File: config.mk
export PLATFORM = sky130hd
export DESIGN_NAME = sram_sample_reader_flat
export DESIGN_NICKNAME = d
export VERILOG_FILES = /design/src/rtl/sram_sample_reader_pkg.sv /design/src/rtl/sram_sample_reader_if.sv /design/src/rtl/sram_sample_reader_skid_fifo.sv /design/src/rtl/sram_sample_reader.sv /design/src/flat_wrapper.sv
export SDC_FILE = /design/constraint.sdc
export NUM_CORES = 1
export LEC_CHECK = 0
export ABC_AREA = 1
export BUFFER_PORTS_ARGS = -buffer_cell sky130_fd_sc_hd__buf_2
export CAP_MARGIN = 0
export CORE_MARGIN = 1
export CORE_UTILIZATION = 25
export DETAILED_ROUTE_END_ITERATION = 12
export PLACE_DENSITY = 0.46
export SLEW_MARGIN = 20
export SYNTH_ARGS = -nofsm -noshare
export SYNTH_HDL_FRONTEND = slang
export SYNTH_SLANG_ARGS = --single-unit
File: constraint.sdc
create_clock -name wb_clk_i -period 6.2 [get_ports wb_clk_i]
set_clock_uncertainty 0.05 [all_clocks]
set_input_delay 0.31 -clock wb_clk_i [delete_from_list [all_inputs] [get_ports wb_clk_i]]
set_output_delay 0.31 -clock wb_clk_i [all_outputs]
set_load 0.03 [all_outputs]
File: src/rtl/sram_sample_reader_pkg.sv
// Shared widths, bank depth and reader FSM states for the SRAM sample reader.
// Pure declarations; no latency or backpressure of its own.
package sram_sample_reader_pkg;
   localparam int DW    = 32;
   localparam int AW    = 9;
   localparam int DEPTH = 512;

   typedef enum logic [1:0] {
      IDLE  = 2'd0,
      READ  = 2'd1,
      FLUSH = 2'd2
   } state_t;
endpackage

File: src/rtl/sram_sample_reader_if.sv
// Output sample stream: valid/ready handshake carrying data, last-of-bank and bank index.
// No storage; the master holds dat/last/bank stable while valid is high and ready is low.
interface sram_sample_reader_if #(
   parameter int DW = sram_sample_reader_pkg::DW
);
   logic [DW-1:0] dat_o;
   logic          valid_o;
   logic          ready_i;
   logic          last_o;
   logic          bank_o;

   modport master (output dat_o, output valid_o, output last_o, output bank_o, input ready_i);
   modport slave  (input dat_o, input valid_o, input last_o, input bank_o, output ready_i);
endinterface

File: src/rtl/sram_sample_reader_skid_fifo.sv
// Two-entry output FIFO with valid/ready on both sides; head visible the cycle after a push.
// in_rdy drops only when both entries are full; flush empties it synchronously.
module sample_skid_fifo #(
   parameter int W = 34
) (
   input  logic         clk,
   input  logic         rst,
   input  logic         flush,
   input  logic         in_vld,
   output logic         in_rdy,
   input  logic [W-1:0] in_dat,
   output logic         out_vld,
   input  logic         out_rdy,
   output logic [W-1:0] out_dat
);
   logic [W-1:0] mem_q [2];
   logic [W-1:0] mem_d [2];
   logic         wr_ptr_q, wr_ptr_d;
   logic         rd_ptr_q, rd_ptr_d;
   logic [1:0]   cnt_q, cnt_d;
   logic         push, pop;

   assign in_rdy  = (cnt_q != 2'd2);
   assign out_vld = (cnt_q != 2'd0);
   assign out_dat = mem_q[rd_ptr_q];
   assign push    = in_vld & in_rdy;
   assign pop     = out_vld & out_rdy;

   always_comb begin
      mem_d    = mem_q;
      wr_ptr_d = wr_ptr_q;
      rd_ptr_d = rd_ptr_q;
      cnt_d    = cnt_q;
      if (flush) begin
         wr_ptr_d = 1'b0;
         rd_ptr_d = 1'b0;
         cnt_d    = 2'd0;
      end else begin
         if (push) begin
            mem_d[wr_ptr_q] = in_dat;
            wr_ptr_d        = ~wr_ptr_q;
         end
         if (pop) begin
            rd_ptr_d = ~rd_ptr_q;
         end
         cnt_d = cnt_q + {1'b0, push} - {1'b0, pop};
      end
   end

   always_ff @(posedge clk or posedge rst) begin
      if (rst) begin
         mem_q[0] <= '0;
         mem_q[1] <= '0;
         wr_ptr_q <= 1'b0;
         rd_ptr_q <= 1'b0;
         cnt_q    <= 2'd0;
      end else begin
         mem_q    <= mem_d;
         wr_ptr_q <= wr_ptr_d;
         rd_ptr_q <= rd_ptr_d;
         cnt_q    <= cnt_d;
      end
   end
endmodule

File: src/rtl/sram_sample_reader.sv
// Ping-pong drainer of two SRAM banks; first word 2 cycles after READ entry, then one per cycle.
// Reads are throttled to free FIFO space so no returned word is lost under any ready_i pattern.
module sram_sample_reader
   import sram_sample_reader_pkg::*;
#(
   parameter int DW = sram_sample_reader_pkg::DW,
   parameter int AW = sram_sample_reader_pkg::AW
) (
   input  logic                 wb_clk_i,
   input  logic                 wb_rst_i,
   input  logic                 enable_i,
   input  logic [AW:0]          len_i,
   input  logic [1:0]           bank_full_i,
   output logic [1:0]           bank_done_o,
   output logic [1:0]           mem_renb_o,
   output logic [AW-1:0]        mem_raddr_o,
   input  logic [DW-1:0]        mem0_data_i,
   input  logic [DW-1:0]        mem1_data_i,
   sram_sample_reader_if.master strm
);
   localparam logic [AW:0] MAX_LEN = {1'b1, {AW{1'b0}}};
   localparam logic [AW:0] ONE     = {{AW{1'b0}}, 1'b1};

   state_t        state_q, state_d;
   logic          cur_bank_q, cur_bank_d;
   logic [AW:0]   addr_q, addr_d;
   logic [AW:0]   len_q, len_d;
   logic          rd_vld_q, rd_vld_d;
   logic          rd_last_q, rd_last_d;

   logic          issue, pop, fifo_flush;
   logic          fifo_in_rdy, fifo_out_vld;
   logic [1:0]    fifo_level, free;
   logic [DW+1:0] fifo_in_dat, fifo_out_dat;
   logic [AW:0]   last_addr;

   assign fifo_in_dat  = {cur_bank_q, rd_last_q, (cur_bank_q ? mem1_data_i : mem0_data_i)};
   assign strm.valid_o = fifo_out_vld;
   assign strm.bank_o  = fifo_out_dat[DW+1];
   assign strm.last_o  = fifo_out_dat[DW];
   assign strm.dat_o   = fifo_out_dat[DW-1:0];
   assign pop          = fifo_out_vld & strm.ready_i;
   assign fifo_level   = {~fifo_in_rdy, fifo_in_rdy & fifo_out_vld};
   // A word leaving this cycle frees its slot before the read issued now can land.
   assign free         = 2'd2 - fifo_level + {1'b0, pop};
   assign last_addr    = len_q - ONE;
   assign mem_raddr_o  = addr_q[AW-1:0];
   assign mem_renb_o   = issue ? (cur_bank_q ? 2'b01 : 2'b10) : 2'b11;

   always_comb begin
      state_d     = state_q;
      cur_bank_d  = cur_bank_q;
      addr_d      = addr_q;
      len_d       = len_q;
      rd_vld_d    = 1'b0;
      rd_last_d   = 1'b0;
      issue       = 1'b0;
      fifo_flush  = 1'b0;
      bank_done_o = 2'b00;
      if (!enable_i) begin
         state_d    = IDLE;
         fifo_flush = 1'b1;
      end else begin
         case (state_q)
            IDLE: begin
               if (bank_full_i[cur_bank_q]) begin
                  state_d = READ;
                  addr_d  = '0;
                  len_d   = ((len_i == '0) || (len_i > MAX_LEN)) ? MAX_LEN : len_i;
               end
            end
            READ: begin
               if (free > {1'b0, rd_vld_q}) begin
                  issue     = 1'b1;
                  rd_vld_d  = 1'b1;
                  rd_last_d = (addr_q == last_addr);
                  addr_d    = addr_q + ONE;
                  if (addr_q == last_addr) begin
                     state_d = FLUSH;
                  end
               end
            end
            FLUSH: begin
               if (pop && fifo_out_dat[DW]) begin
                  bank_done_o[cur_bank_q] = 1'b1;
                  cur_bank_d              = ~cur_bank_q;
                  state_d                 = IDLE;
               end
            end
            default: state_d = IDLE;
         endcase
      end
   end

   always_ff @(posedge wb_clk_i or posedge wb_rst_i) begin
      if (wb_rst_i) begin
         state_q    <= IDLE;
         cur_bank_q <= 1'b0;
         addr_q     <= '0;
         len_q      <= MAX_LEN;
         rd_vld_q   <= 1'b0;
         rd_last_q  <= 1'b0;
      end else begin
         state_q    <= state_d;
         cur_bank_q <= cur_bank_d;
         addr_q     <= addr_d;
         len_q      <= len_d;
         rd_vld_q   <= rd_vld_d;
         rd_last_q  <= rd_last_d;
      end
   end

   sample_skid_fifo #(.W(DW + 2)) u_fifo (
      .clk     (wb_clk_i),
      .rst     (wb_rst_i),
      .flush   (fifo_flush),
      .in_vld  (rd_vld_q),
      .in_rdy  (fifo_in_rdy),
      .in_dat  (fifo_in_dat),
      .out_vld (fifo_out_vld),
      .out_rdy (strm.ready_i),
      .out_dat (fifo_out_dat)
   );
endmodule
File: src/flat_wrapper.sv
// flat-port wrapper written by rule: the top's interface ports become plain ports
module sram_sample_reader_flat import sram_sample_reader_pkg::*;
#(
   parameter int DW = sram_sample_reader_pkg::DW,
   parameter int AW = sram_sample_reader_pkg::AW
)
  (wb_clk_i, wb_rst_i, enable_i, len_i, bank_full_i, bank_done_o, mem_renb_o, mem_raddr_o, mem0_data_i, mem1_data_i, strm_dat_o, strm_valid_o, strm_last_o, strm_bank_o, strm_ready_i);
  sram_sample_reader_if #(.DW(DW)) strm_i ();
  input  logic wb_clk_i;
  input  logic wb_rst_i;
  input  logic enable_i;
  input  logic [AW:0] len_i;
  input  logic [1:0] bank_full_i;
  output logic [1:0] bank_done_o;
  output logic [1:0] mem_renb_o;
  output logic [AW-1:0] mem_raddr_o;
  input  logic [DW-1:0] mem0_data_i;
  input  logic [DW-1:0] mem1_data_i;
  output wire logic [$bits(strm_i.dat_o)-1:0] strm_dat_o;
  output wire logic [$bits(strm_i.valid_o)-1:0] strm_valid_o;
  output wire logic [$bits(strm_i.last_o)-1:0] strm_last_o;
  output wire logic [$bits(strm_i.bank_o)-1:0] strm_bank_o;
  input wire logic [$bits(strm_i.ready_i)-1:0] strm_ready_i;
  assign strm_dat_o = strm_i.dat_o;
  assign strm_valid_o = strm_i.valid_o;
  assign strm_last_o = strm_i.last_o;
  assign strm_bank_o = strm_i.bank_o;
  assign strm_i.ready_i = strm_ready_i;
  sram_sample_reader #(.DW(DW), .AW(AW)) u_core (.wb_clk_i(wb_clk_i), .wb_rst_i(wb_rst_i), .enable_i(enable_i), .len_i(len_i), .bank_full_i(bank_full_i), .bank_done_o(bank_done_o), .mem_renb_o(mem_renb_o), .mem_raddr_o(mem_raddr_o), .mem0_data_i(mem0_data_i), .mem1_data_i(mem1_data_i), .strm(strm_i));
endmodule
==> key figures <==
Routing
  – Pre-antenna DRT Iters: 6
  – Routed WL: 14100 um
  – WL/cell: 12.4 um
  – DR vias: 4791
  – Iter 0 DRT Violations: 279
  – Via-to-Cell Ratio: 4.20
  – Post-DRT Antenna Nets: 0
  – DRC: 0

Synthesis
  – Syn nets: 847
  – Synth area leader: dfrtp_1
  – Distinct cell type count after synthesis: 27
  – Top cell type's share of synthesized area: 45.3%
  – Top post-synthesis cells by area: dfrtp_1 45%, nand2_1 25%, o21ai_0 7.2%
  – Post-Syn Instances: 762
  – Synthesized flop and latch total: 97
  – Area of the mapped netlist: 0.00530 mm^2
  – Yosys Warn Count: 0
  – Mapped Avg Cell Area: 6.96 um^2
  – Seq/Total Area, Yosys: 45.8%

Timing
  – Hold Vio Cnt, Final: 5
  – Final worst path period need: 2520 ps
  – Hold WS: -1.43 ps
  – Final period util: 40.7%
  – Setup ws final: 3680 ps
  – Slew margin rel.: 43.4%
  – Finish-stage setup viols: 0
  – Max Slew Vio Count: 0
  – Worst-margin pin slew: 846 ps
  – F_max: 0.396 GHz
  – Setup tns final: 0 ps
  – RSZ-0062 raised after global routing: false

Die
  – Die X: 148 um
  – Starting Density: 25.9%
  – Core area: 0.0205 mm^2
  – # IOs: 128
  – Die Y: 148 um
  – Rows: 52
  – Die Area: 0.0218 mm^2

Flow run
  – Max-Cap Viols: 0

Critical path
  – Crit end category: primary output
  – CP Data Required Time: 5840 ps
  – Max incr delay on CP: 400 ps
  – Critical Path, Cell by Cell: or2_2, nand2_1, nand2_1, nand2_1, ha_1, inv_1, nand2_1, nand3_1, nand2_1, inv_1, nand2_1, buf_2
  – Slowest cell on the critical path: dfrtp_1
  – Top Family by Delay on Critical Path: simple AND/OR/NAND/NOR gates
  – Worst-path fanout max: 4
  – Crit-path most repeated cell: nand2_1
  – Critical path class: reg -> out
  – Critical path data arrival time: 2160 ps
  – FF-to-FF setup slack: 4100 ps
  – Crit start category: register
  – Critical path buffers and inverters: 3

Worst hold path
  – Worst min-delay path class: in -> async

Clocking
  – CTS tree: built
  – Hold_buf cts: 0
  – CTS max path bufs: 2
  – Total CTS buffers: 9
  – Post-CTS sizing: 0
  – CTS root buffer: clkbuf_16
  – CTS H-tree depth: 3
  – Clock transition at the registers of the reported paths: 70 ps
  – Worst-Skew Late Latency: 350 ps
  – Post-CTS setup buffer count: 0
  – Clk sink count: 97

Cells and area
  – Most common cell after layout, fill and taps aside: nand2_1
  – Layout cell share with drive strength beyond 1: 18.7%
  – Most frequent cells in the layout: 354 x nand2_1, 127 x buf_2, 95 x dfrtp_1
  – Post-Layout Cell Count: 1140
  – P&R area growth vs syn: 20.9%
  – Fin util: 31.3%
  – NumNets Final: 950
  – ANT cells: 0

Global routing
  – Vias in the first global route: 4509
  – First-pass GRT wire length: 23300 um
  – Grt ovf: 0
  – Largest net degree at the start of global routing: 68
  – Initial antenna violation count: 0
  – GRT Total Usage: 13.7%

Place
  – Routability cong.: 0.800
  – Port Buffer Count: 127
  – DPL Wire Length: 9660 um
  – Pre-CTS setup slack: 4030 ps
  – Placed insts: 1124

Status
  – Failing checks: hold timing
  – Outcome: finished with violations

Pwr
  – Leakage power: 3.47 nW
  – Max IR drop VDD: 0.131 mV
  – P per Cell Area: 400 mW/mm^2
-- cell families after synthesis --
kind of cell               share of synthesized area [%]
buffers and inverters                               10.3
adders and majority gates                           1.18
xor gates and xnor gates                            1.49
AOI/OAI and AO/OA                                   9.08
DFF                                                 45.8
and+or+nand+nor                                     32.2
-- registers in the layout, summed over array words and instances (netlist names) --
| name | count |
|---|---|
| u_core.addr_q | 10 |
| u_core.cur_bank_q | 1 |
| u_core.len_q | 10 |
| u_core.rd_last_q | 1 |
| u_core.rd_vld_q | 1 |
| u_core.state_q | 2 |
| u_core.u_fifo.cnt_q | 2 |
| u_core.u_fifo.mem_q | 68 |
| u_core.u_fifo.rd_ptr_q | 1 |
| u_core.u_fifo.wr_ptr_q | 1 |
-- worst paths after layout --
| check | endpoint | depth (start not counted) | from |
|---|---|---|---|
| max | mem_renb_o[0] | 12 | u_core.u_fifo.cnt_q[1] |
| min | u_core.u_fifo.mem_q[44] | 2 | wb_rst_i |
| max reg2reg | u_core.addr_q[4] | 12 | u_core.u_fifo.cnt_q[1] |
| min reg2reg | u_core.u_fifo.mem_q[13] | 2 | u_core.u_fifo.mem_q[13] |
| max in group asynchronous | u_core.u_fifo.mem_q[45] | 3 | wb_rst_i |
| min in group wb_clk_i | u_core.len_q[2] | 3 | len_i[2] |
-- final cells by class --
| cell class | instances | area [um^2] |
|---|---|---|
| inverters | 86 | 328 |
| well taps | 270 | 338 |
| clock buffers | 11 | 253 |
| repair buffers | 133 | 681 |
| clock inverters | 5 | 45.0 |
| multi-input cells | 538 | 2340 |
| flip-flops and latches | 97 | 2430 |
| fillers | 2311 | 14100 |
-- through the flow --
step / hold slack, ps / cell area (um^2) / power [mW]
after global routing: 51.5 / 6410 / 2.77
after global placement: 403 / 6110 / 2.02
after CTS: 17.3 / 6410 / 2.61
after detailed placement: 408 / 6110 / 2.03
after floorplan: 360 / 5300 / 1.72
final: -1.43 / 6410 / 2.56
-- synthesized netlist by cell type, drive strengths merged --
cell type / instances
nand3: 28
or2: 5
dfrtp: 96
nor3: 5
o22ai: 6
inv: 86
nand2: 356
nor2: 26
xor2: 7
a21oi: 2
clkbuf: 21
dfstp: 1
xnor2: 2
nand4: 7
buf: 20
nand3b: 3
o21ai: 86
ha: 5
-- report_power, final --
group | internal (mW) | switching [mW] | leakage, nW
Combinational | 0.312 | 0.734 | 2.06
Clock | 0.302 | 0.265 | 0.150
Sequential | 0.852 | 0.0984 | 1.26
Total | 1.47 | 1.10 | 3.47
-- metal layers --
layer  wire length (um)  track usage [%]  up-vias  part of all wire (%)
li1                   -                -     2537                     -
met1               7070             18.4     2157                    50
met2               6320             22.1       85                    45
met3                520             2.25       12                   3.7
met4                201             4.95        0                   1.4
met5                  0                0        -                     0
No activity file was read; power rests on OpenSTA's default activity.
